**src/rtl/sram_arbiter.sv**
```systemverilog
// -----------------------------------------------------------------------------
// sram_arbiter
//
// Shares one single-port SRAM between the instruction-fetch port (read-only)
// and the data port (load/store). One access per cycle, round-robin on
// contention. After reset the whole array can optionally be zero-filled
// before any request is granted.
//
// Ports
//   i_clk, i_rst         clock, asynchronous active-high reset
//   i_if_req/i_if_addr   fetch read request (held until granted)
//   o_if_gnt             fetch accepted this cycle (combinational)
//   o_if_rvalid/o_if_rdata   fetch read data, one cycle after the grant
//   i_d_req/i_d_we/i_d_addr/i_d_wdata   data request (held until granted)
//   o_d_gnt              data accepted this cycle (combinational)
//   o_d_rvalid/o_d_rdata data read data, one cycle after a read grant
//   o_d_err              one-cycle pulse after an out-of-range data access
//   o_mem_cs/o_mem_we/o_mem_addr/o_mem_wdata   SRAM control pins
//   i_mem_rdata          SRAM registered read data
//   o_init_done          high once the array is ready (RUN state)
// -----------------------------------------------------------------------------
module sram_arbiter #(
   parameter int ADDR           = 8,
   parameter int WIDTH          = 32,
   parameter int LENGTH         = 256,
   parameter bit CLEAR_ON_RESET = 1'b1
) (
   input  logic             i_clk,
   input  logic             i_rst,
   input  logic             i_if_req,
   input  logic [ADDR-1:0]  i_if_addr,
   output logic             o_if_gnt,
   output logic             o_if_rvalid,
   output logic [WIDTH-1:0] o_if_rdata,
   input  logic             i_d_req,
   input  logic             i_d_we,
   input  logic [ADDR-1:0]  i_d_addr,
   input  logic [WIDTH-1:0] i_d_wdata,
   output logic             o_d_gnt,
   output logic             o_d_rvalid,
   output logic [WIDTH-1:0] o_d_rdata,
   output logic             o_d_err,
   output logic             o_mem_cs,
   output logic             o_mem_we,
   output logic [ADDR-1:0]  o_mem_addr,
   output logic [WIDTH-1:0] o_mem_wdata,
   input  logic [WIDTH-1:0] i_mem_rdata,
   output logic             o_init_done
);

   typedef enum logic [0:0] {
      ST_CLEAR = 1'b0,
      ST_RUN   = 1'b1
   } state_t;

   localparam state_t          RESET_STATE = CLEAR_ON_RESET ? ST_CLEAR : ST_RUN;
   // One extra bit so LENGTH == 2**ADDR is representable in the range compare.
   localparam logic [ADDR:0]   LEN_EXT     = (ADDR+1)'(LENGTH);
   localparam logic [ADDR-1:0] LAST_ADDR   = ADDR'(LENGTH-1);

   state_t           r_state;
   state_t           w_state_nxt;
   logic [ADDR-1:0]  r_clr_cnt;
   logic             r_last_gnt_d;   // 1 = data port was granted most recently
   logic             r_if_rvalid;
   logic             r_d_rvalid;
   logic             r_if_oob;
   logic             r_d_oob;

   logic             w_if_gnt;
   logic             w_d_gnt;
   logic             w_if_oob;
   logic             w_d_oob;
   logic             w_mem_cs;
   logic             w_mem_we;
   logic [ADDR-1:0]  w_mem_addr;
   logic [WIDTH-1:0] w_mem_wdata;

   assign w_if_oob = ({1'b0, i_if_addr} >= LEN_EXT);
   assign w_d_oob  = ({1'b0, i_d_addr}  >= LEN_EXT);

   // Next state, arbitration and SRAM pin drive
   always_comb begin
      w_state_nxt = r_state;
      w_if_gnt    = 1'b0;
      w_d_gnt     = 1'b0;
      w_mem_cs    = 1'b0;
      w_mem_we    = 1'b0;
      w_mem_addr  = i_if_addr;
      w_mem_wdata = i_d_wdata;
      case (r_state)
         ST_CLEAR: begin
            w_mem_cs    = 1'b1;
            w_mem_we    = 1'b1;
            w_mem_addr  = r_clr_cnt;
            w_mem_wdata = {WIDTH{1'b0}};
            if (r_clr_cnt == LAST_ADDR) begin
               w_state_nxt = ST_RUN;
            end else begin
               w_state_nxt = ST_CLEAR;
            end
         end
         ST_RUN: begin
            // On a tie the port that lost last time wins.
            w_if_gnt = i_if_req & (~i_d_req | r_last_gnt_d);
            w_d_gnt  = i_d_req & (~i_if_req | ~r_last_gnt_d);
            // Out-of-range accesses are granted but never reach the SRAM.
            if (w_d_gnt) begin
               w_mem_cs   = ~w_d_oob;
               w_mem_we   = i_d_we & ~w_d_oob;
               w_mem_addr = i_d_addr;
            end else if (w_if_gnt) begin
               w_mem_cs   = ~w_if_oob;
               w_mem_addr = i_if_addr;
            end else begin
               w_mem_cs   = 1'b0;
            end
         end
         default: begin
            w_state_nxt = RESET_STATE;
         end
      endcase
   end

   // State register
   always_ff @(posedge i_clk or posedge i_rst) begin
      if (i_rst) begin
         r_state <= RESET_STATE;
      end else begin
         r_state <= w_state_nxt;
      end
   end

   // Clear address counter, advances once per clear cycle
   always_ff @(posedge i_clk or posedge i_rst) begin
      if (i_rst) begin
         r_clr_cnt <= {ADDR{1'b0}};
      end else if (r_state == ST_CLEAR) begin
         r_clr_cnt <= r_clr_cnt + ADDR'(1'b1);
      end else begin
         r_clr_cnt <= r_clr_cnt;
      end
   end

   // Round-robin history; reset to "data" so fetch wins the first tie
   always_ff @(posedge i_clk or posedge i_rst) begin
      if (i_rst) begin
         r_last_gnt_d <= 1'b1;
      end else if (w_d_gnt) begin
         r_last_gnt_d <= 1'b1;
      end else if (w_if_gnt) begin
         r_last_gnt_d <= 1'b0;
      end else begin
         r_last_gnt_d <= r_last_gnt_d;
      end
   end

   // Read-valid and out-of-range flags for the cycle after the grant
   always_ff @(posedge i_clk or posedge i_rst) begin
      if (i_rst) begin
         r_if_rvalid <= 1'b0;
         r_d_rvalid  <= 1'b0;
         r_if_oob    <= 1'b0;
         r_d_oob     <= 1'b0;
      end else begin
         r_if_rvalid <= w_if_gnt;
         r_d_rvalid  <= w_d_gnt & ~i_d_we;
         r_if_oob    <= w_if_gnt & w_if_oob;
         // Doubles as the d_err pulse (reads and writes alike).
         r_d_oob     <= w_d_gnt & w_d_oob;
      end
   end

   assign o_if_gnt    = w_if_gnt;
   assign o_d_gnt     = w_d_gnt;
   assign o_mem_cs    = w_mem_cs;
   assign o_mem_we    = w_mem_we;
   assign o_mem_addr  = w_mem_addr;
   assign o_mem_wdata = w_mem_wdata;
   assign o_if_rvalid = r_if_rvalid;
   assign o_d_rvalid  = r_d_rvalid;
   assign o_d_err     = r_d_oob;
   assign o_if_rdata  = r_if_oob ? {WIDTH{1'b0}} : i_mem_rdata;
   assign o_d_rdata   = r_d_oob  ? {WIDTH{1'b0}} : i_mem_rdata;
   assign o_init_done = (r_state == ST_RUN);

endmodule

```
**config.mk**
```make
export PLATFORM = sky130hd
export DESIGN_NAME = sram_arbiter
export DESIGN_NICKNAME = d
export VERILOG_FILES = /design/src/rtl/sram_arbiter.sv
export SDC_FILE = /design/constraint.sdc
export NUM_CORES = 1
export LEC_CHECK = 0
export BUFFER_PORTS_ARGS = -buffer_cell sky130_fd_sc_hd__buf_2
export CORE_MARGIN = 3
export CORE_UTILIZATION = 28
export CTS_BUF_LIST = sky130_fd_sc_hd__clkbuf_8
export DETAILED_ROUTE_END_ITERATION = 8
export PLACE_DENSITY_LB_ADDON = 0.1
export SLEW_MARGIN = 0
export SYNTH_ARGS = -nofsm -noshare
export SYNTH_HDL_FRONTEND = slang
export SYNTH_SLANG_ARGS = --single-unit
```
**constraint.sdc**
```tcl
create_clock -name i_clk -period 1.3 [get_ports i_clk]
set_clock_uncertainty 0.15 [all_clocks]
set_input_delay 0 -clock i_clk [delete_from_list [all_inputs] [get_ports i_clk]]
set_output_delay 0 -clock i_clk [all_outputs]
set_load 0.02 [all_outputs]
```
==> metrics.md, run 1 <==
| Metric | Value |
|---|---|
| Setup slack after layout | -0.275 ns |
| Outcome | finished, violations left |
| Required time reported for the critical path endpoint | 1.15 ns |
| Number of antenna violations at the first check in global routing | 0 |
| Internal power | 0.000740 W |
| Routability congestion estimate | 0.736 |
| Final Core Density | 60.6% |
| Area growth from synthesis to layout | 107% |
| Combined area of the multi-input logic cells | 851 um2 |
| Synth Area in Compound Gates | 7.32% |
| Via count of the first global-routing pass | 1700 |
| Fraction of power consumed by combinational cells | 36.1% |
| Number of nets in the synthesized netlist | 270 |
| Root cell of the clock tree | clkbuf_8 |
| Initial drt markers | 18 |
| Critical path data arrival time | 1.42 ns |
| Worst-skew pair later-pin latency | 0.24 ns |
| Per-cell routed wire length | 16.4 um |
| Wire length of the first global-routing pass | 8560 um |
| Number of cells on the worst reg-to-reg path | 4 |
| Setup crit start kind | flip-flop |
| Die boundary height | 76.7 um |
| Post-layout minimum cycle time | 1.57 ns |
| Reg area | 303 um2 |
| Multiplexer fraction of the synthesized cell area | 0.804% |
| Clk sink count | 12 |
| Switching power total | 0.000402 W |
| Class of the tightest hold or removal check | primary input to primary output |
| Overall routed net length | 5760 um |
| Clock slew at the register clock pins of the worst setup and hold paths | 0.05 ns |
| Final nets | 371 |
| Clock buffer depth | 2 |
| GRT overflow | 0 |
| Vias | 1516 |
| Max frequency | 635 MHz |
| Overall Power | 0.00114 W |
| Mean cell area of the mapped netlist | 7.62 um2 |
| Area of the die | 5890 um2 |
| Estimated wirelength of the detail-placed design | 3680 um |
| Max-cap violations | 0 |
| Switching portion of total power | 35.2% |
| Cell Area, Synth | 1400 um2 |
| Fraction of the cycle the final worst path needs | 121% |
| Share of total power in the clock network | 31.2% |
| VDD IR max | 0.407 mV |
| Setup repair after global routing missed its margin | yes |
| Clock tree from TritonCTS | built |
| Std-Cell Rows | 25 |
| Largest family of logic cells by synthesized area | buffers and inverters |
| Register-to-register setup slack | -0.14 ns |
| Number of standard cells after synthesis | 184 |
| Worst-path maximum fanout | 8 |
| Kind of critical path | flip-flop to primary output |
| First-pass detailed-route iteration total | 4 |
| Post-synthesis share of cell area spent on and, or, nand and nor gates | 27.1% |
| Number of filler cells placed in the layout | 424 |
| Number of register bits inferred by synthesis | 12 |
| Core footprint | 4790 um2 |
| DRC violation count after routing | 0 |
| Synth Area in Adders | 0.893% |
| Clock H-tree levels | 1 |
| XOR/XNOR share of the synthesized area | 4.38% |
| Reg power frac | 32.7% |
| Power per Cell Area | 394 nW/um2 |
| ANT nets after route | 0 |
| Fin. max-slew vios | 0 |
| Synth warn | 0 |
| Number of setup violations in the final report | 52 |
| Unique cell type count in the Yosys netlist | 25 |
| Number of antenna cells inserted | 0 |
| Share of final-layout standard cells stronger than drive strength 1 | 68.0% |
| Port buffer count | 99 |
| Fin. Hold Viols | 0 |
| Seq/Total Area, Yosys | 21.5% |
| Horiz. Die Dim | 76.7 um |
| Static leakage | 1.38 nW |
| Maximum number of pins on one net before global-route repair | 13 |
| Crit end category | primary output |
| Global-route usage over all layers | 18.3% |
| Vias per cell | 4.32 |
| Ports placed on the boundary | 197 |
| Number of instances on the worst hold path | 3 |
| Violated checks | negative setup slack |
| Clock buffer count from CTS | 3 |
| Starting density of the core | 29.3% |
[logic make-up (layout without fill, tap and decap cells)]
| logic type | after synthesis | count (layout) |
|---|---|---|
| buf+inv | 75 | 175 |
| simple gates | 73 | 73 |
| compound gates | 14 | 14 |
| flops | 12 | 12 |
| xor+xnor | 7 | 7 |
| fa+ha+maj | 1 | 1 |
| other cells | 1 | 1 |
| mux | 1 | 1 |
[cell type report]
cell class	instances	share of cell area, %
multi-input cells	97	29.3
repair buffers	168	55.4
flip-flops and latches	12	10.4
clock inverters	1	0.129
clock buffers	3	1.42
inverters	3	0.388
well taps	67	2.89
[cells in the mapped netlist]
cell type | count | area (um2)
buf_4 | 65 | 488
and2_1 | 33 | 206
nand2_1 | 21 | 78.8
dfrtp_1 | 11 | 275
nor2_1 | 11 | 41.3
a31oi_1 | 9 | 56.3
xnor2_1 | 5 | 43.8
clkbuf_1 | 4 | 15.0
buf_2 | 3 | 15.0
inv_1 | 3 | 11.3
a21oi_1 | 2 | 10.0
nand3_1 | 2 | 10.0
nand4b_1 | 2 | 17.5
xor2_1 | 2 | 17.5
a21bo_2 | 1 | 10.0
a21boi_4 | 1 | 18.8
conb_1 | 1 | 3.75
dfstp_2 | 1 | 26.3
ha_1 | 1 | 12.5
mux2_2 | 1 | 11.3
nand2b_1 | 1 | 6.26
nand4_1 | 1 | 6.26
nor2b_1 | 1 | 6.26
o21bai_1 | 1 | 7.51
or3_1 | 1 | 6.26
[cells in the final DEF, fill, tap and decap left out, types with 3 or more instances in the layout]
master / n
nand2_2: 3
nand2_1: 15
dfrtp_1: 10
buf_6: 52
and2_4: 33
nand2_4: 3
dlygate4sd3_1: 36
buf_12: 5
a31oi_4: 8
xnor2_1: 5
buf_4: 13
inv_1: 4
buf_2: 54
buf_16: 5
clkbuf_8: 3
nor2_1: 11
[worst paths after layout]
path | start | end
max | r_last_gnt_d | o_mem_addr[6]
max in group asynchronous | i_rst | o_init_done
min in group asynchronous | i_rst | o_d_rvalid
max reg2reg | o_init_done | r_clr_cnt[1]
min | i_d_wdata[18] | o_mem_wdata[18]
min reg2reg | r_clr_cnt[6] | r_clr_cnt[6]
[timing repair]
item                                   in CTS  in global routing
setup buffers                               9                  3
gates resized for setup                   148                 19
cloned                                      7                  1
endpoints found under the hold margin      79                  0
hold buffers                               36                  0
pin swaps                                   6                  4
setup endpoints to repair                  46                 53
[state kept, by name, indices dropped and copies added (netlist names)]
register      flops
o_d_rvalid        1
o_if_rvalid       1
o_init_done       1
r_clr_cnt         8
r_last_gnt_d      1
[metal layers]
| metal | part of all wire (%) | up-vias | wire (um) | track usage [%] |
|---|---|---|---|---|
| met5 | 0 | - | 0 | 0 |
| met4 | 0.68 | 0 | 39 | 3.62 |
| met3 | 6.6 | 4 | 380 | 6.10 |
| met2 | 59 | 77 | 3420 | 35.8 |
| met1 | 33 | 714 | 1920 | 18.7 |
| li1 | - | 721 | - | - |
[power groups by stage]
stage               combinational [W]  clock (W)  sequential (W)
CTS                          0.000389   0.000362        0.000374
finish                       0.000413   0.000356        0.000374
floorplan                    0.000334          0        0.000380
global placement             0.000132          0        0.000380
detailed placement           0.000132          0        0.000380
global route                 0.000438   0.000388        0.000374
[critical path: stages (launching register included)]
cell	delay [ns]
dfstp_2	0.57
a21bo_4	0.20
nand2_1	0.11
a31oi_4	0.17
buf_6	0.14
[through the flow]
step | hold slack (ns) | TNS (ns) | area (um2) | instances | setup WS [ns]
after global routing | 0.165 | -9.66 | 2900 | 351 | -0.341
after CTS | 0.155 | -8.36 | 2840 | 350 | -0.265
after detailed placement | -0.150 | -0.685 | 1710 | 294 | -0.0929
after floorplan | -0.286 | -0.0518 | 1530 | 184 | -0.0518
after global placement | -0.150 | -0.642 | 1710 | 294 | -0.0813
final | 0.153 | -7.53 | 2900 | 351 | -0.275
Note: power is estimated with default switching activity, not from simulation.
==> inputs of run 2 (changes only) <==
--- a/config.mk
+++ b/config.mk
@@ -6,11 +6,13 @@
 export NUM_CORES = 1
 export LEC_CHECK = 0
 export BUFFER_PORTS_ARGS = -buffer_cell sky130_fd_sc_hd__buf_2
+export CORE_ASPECT_RATIO = 0.5
 export CORE_MARGIN = 3
 export CORE_UTILIZATION = 28
 export CTS_BUF_LIST = sky130_fd_sc_hd__clkbuf_8
 export DETAILED_ROUTE_END_ITERATION = 8
 export PLACE_DENSITY_LB_ADDON = 0.1
+export SKIP_CTS_REPAIR_TIMING = 1
 export SLEW_MARGIN = 0
 export SYNTH_ARGS = -nofsm -noshare
 export SYNTH_HDL_FRONTEND = slang
==> run 2 against run 1 <==
The run still ends with negative setup slack left. Sequential share of layout area increased by 0.54 points. Total power shrank 2.3%. First-iteration DRC count rose by 33%. Clock power is essentially flat. Setup slack worse by 0.047 ns. Flip-flop and latch count unchanged. Die area grew 0.87%. Via count down 0.33%. Sequential power barely moved. Cell count fell by 2.0%. Critical path type unchanged. Largest power group unchanged.
==> metrics.md, run 2 (synthesized netlist as in run 1, its figures left out) <==
| Metric | Value |
|---|---|
| Clock buffer depth | 2 (unchanged) |
| Final nets | 365 (was 371) |
| Core footprint | 4620 um2 (was 4790 um2) |
| Global-route usage over all layers | 12.7% (was 18.3%) |
| Ports placed on the boundary | 197 (unchanged) |
| Outcome | finished, violations left (unchanged) |
| Fin. Hold Viols | 0 (unchanged) |
| Vias per cell | 4.39 (was 4.32) |
| Max frequency | 617 MHz (was 635 MHz) |
| Initial drt markers | 24 (was 18) |
| Estimated wirelength of the detail-placed design | 3510 um (was 3680 um) |
| Cells along the critical path | a21bo_4 > nand2_1 > a31oi_4 > buf_4 (was a21bo_4 > nand2_1 > a31oi_4 > buf_6) |
| Clock tree from TritonCTS | built (unchanged) |
| Worst-skew pair later-pin latency | 0.24 ns (about the same) |
| Number of cells on the worst reg-to-reg path | 3 (was 4) |
| Port buffer count | 99 (unchanged) |
| Required time reported for the critical path endpoint | 1.15 ns (about the same) |
| Static leakage | 1.32 nW (was 1.38 nW) |
| Vias | 1511 (was 1516) |
| Clock H-tree levels | 1 (unchanged) |
| Class of the tightest hold or removal check | primary input to primary output (unchanged) |
| Std-Cell Rows | 17 (was 25) |
| First-pass detailed-route iteration total | 4 (unchanged) |
| Slowest cell delay on critical path | 0.60 ns (was 0.57 ns) |
| VDD IR max | 0.355 mV (was 0.407 mV) |
| Horiz. Die Dim | 106 um (was 76.7 um) |
| Fin. max-slew vios | 0 (unchanged) |
| Worst setup slack before clock tree synthesis | -0.124 ns (was -0.0929 ns) |
| Kind of critical path | flip-flop to primary output (unchanged) |
| Max-cap violations | 0 (unchanged) |
| Power per Cell Area | 405 nW/um2 (was 394 nW/um2) |
| Flip-flop count of the largest register after layout | 8 (unchanged) |
| Maximum number of pins on one net before global-route repair | 29 (was 13) |
| Clock slew at the register clock pins of the worst setup and hold paths | 0.05 ns (about the same) |
| Starting density of the core | 30.4% (was 29.3%) |
| Violated checks | negative setup slack (unchanged) |
| CP max-delay cell | dfstp_2 (unchanged) |
| Overall routed net length | 5300 um (was 5760 um) |
| ANT nets after route | 0 (unchanged) |
| Setup slack after layout | -0.322 ns (was -0.275 ns) |
| Largest Register | r_clr_cnt (unchanged) |
| Routability congestion estimate | 0.689 (was 0.736) |
| Leading cell types in the layout, fill and taps excluded | buf_2 (55), buf_6 (46), dlygate4sd3_1 (36), and2_4 (33), nand2_1 (19) (was buf_2 (54), buf_6 (52), dlygate4sd3_1 (36), and2_4 (33), nand2_1 (15)) |
| Crit end category | primary output (unchanged) |
| Setup crit start kind | flip-flop (unchanged) |
| Most common cell after layout, fill and taps aside | buf_2 (unchanged) |
| Die boundary height | 56.0 um (was 76.7 um) |
| Area growth from synthesis to layout | 96.8% (was 107%) |
| Clk sink count | 12 (unchanged) |
| Number of antenna cells inserted | 0 (unchanged) |
| Wire length of the first global-routing pass | 6070 um (was 8560 um) |
| Via count of the first global-routing pass | 1132 (was 1700) |
| Root cell of the clock tree | clkbuf_8 (unchanged) |
| Worst hold slack | 0.156 ns (was 0.153 ns) |
| Share of final-layout standard cells stronger than drive strength 1 | 65.5% (was 68.0%) |
| Number of instances on the worst hold path | 3 (unchanged) |
| GRT overflow | 0 (unchanged) |
| Fraction of the cycle the final worst path needs | 125% (was 121%) |
| Area of the die | 5940 um2 (was 5890 um2) |
| Number of setup violations in the final report | 51 (was 52) |
| Per-cell routed wire length | 15.4 um (was 16.4 um) |
| Clock buffer count from CTS | 3 (unchanged) |
| DRC violation count after routing | 0 (unchanged) |
| Number of antenna violations at the first check in global routing | 0 (unchanged) |
| Critical path data arrival time | 1.47 ns (was 1.42 ns) |
| Post-layout minimum cycle time | 1.62 ns (was 1.57 ns) |
| Setup repair after global routing missed its margin | yes (unchanged) |
| Worst-path maximum fanout | 8 (unchanged) |
## run 2: changes by cell type in the layout (fill, tap and decap cells not counted), sizes merged
cell | before | now
buf | 131 | 120
clkbuf | 4 | 9
## run 2: final cells by class
type                            instances  area, um2
Clock buffer                            3       41.3
Clock inverter                          1       3.75
Fill cell                             402       1860
Inverter                                3       11.3
Multi-Input combinational cell         97        820
Sequential cell                        12        303
Tap cell                               66       82.6
Timing Repair Buffer                  162       1500
## run 2: layer usage
metal / wire (um) / global-route usage (%)
met1: 2070 / 12.9
met2: 2740 / 22.2
met3: 466 / 8.34
met4: 17 / 2.58
met5: 0 / 0
## run 2: report_power, final
| part | internal [W] | switching (W) | total (W) |
|---|---|---|---|
| combinational | 0.000141 | 0.000243 | 0.000384 |
| sequential | 0.000374 | 0 | 0.000374 |
| clock | 0.000209 | 0.000149 | 0.000358 |
| total | 0.000724 | 0.000392 | 0.00112 |
## run 2: worst max-delay path: cells and delay by family, from the launching register on
family / cells / cell delay [ns]
flip-flops: 1 / 0.60
AO/OA/AOI/OAI: 2 / 0.37
buffers and inverters: 1 / 0.16
AND/OR/NAND/NOR: 1 / 0.11
## run 2: stage by stage
step | utilization [%] | power, W | setup TNS [ns] | area [um2] | std cells
CTS | 37.3 | 0.000866 | -8.80 | 1720 | 293
global placement | 36.3 | 0.000506 | -0.691 | 1680 | 289
floorplan | - | 0.000715 | -0.0518 | 1530 | 184
detailed placement | 36.3 | 0.000508 | -0.962 | 1680 | 289
global route | 59.7 | 0.00117 | -9.99 | 2760 | 344
finish | 59.7 | 0.00112 | -7.84 | 2760 | 344
## run 2: worst paths after layout
kind | end | startpoint | slack [ns]
worst max-delay path | o_mem_addr[5] | r_last_gnt_d | -0.32
worst min-delay path | o_mem_wdata[15] | i_d_wdata[15] | 0.16
worst max register to register | r_clr_cnt[6] | o_init_done | -0.08
worst min register to register | r_clr_cnt[6] | r_clr_cnt[6] | 0.35
max in group asynchronous | o_init_done | i_rst | 0.47
min in group asynchronous | r_clr_cnt[7] | i_rst | 0.18
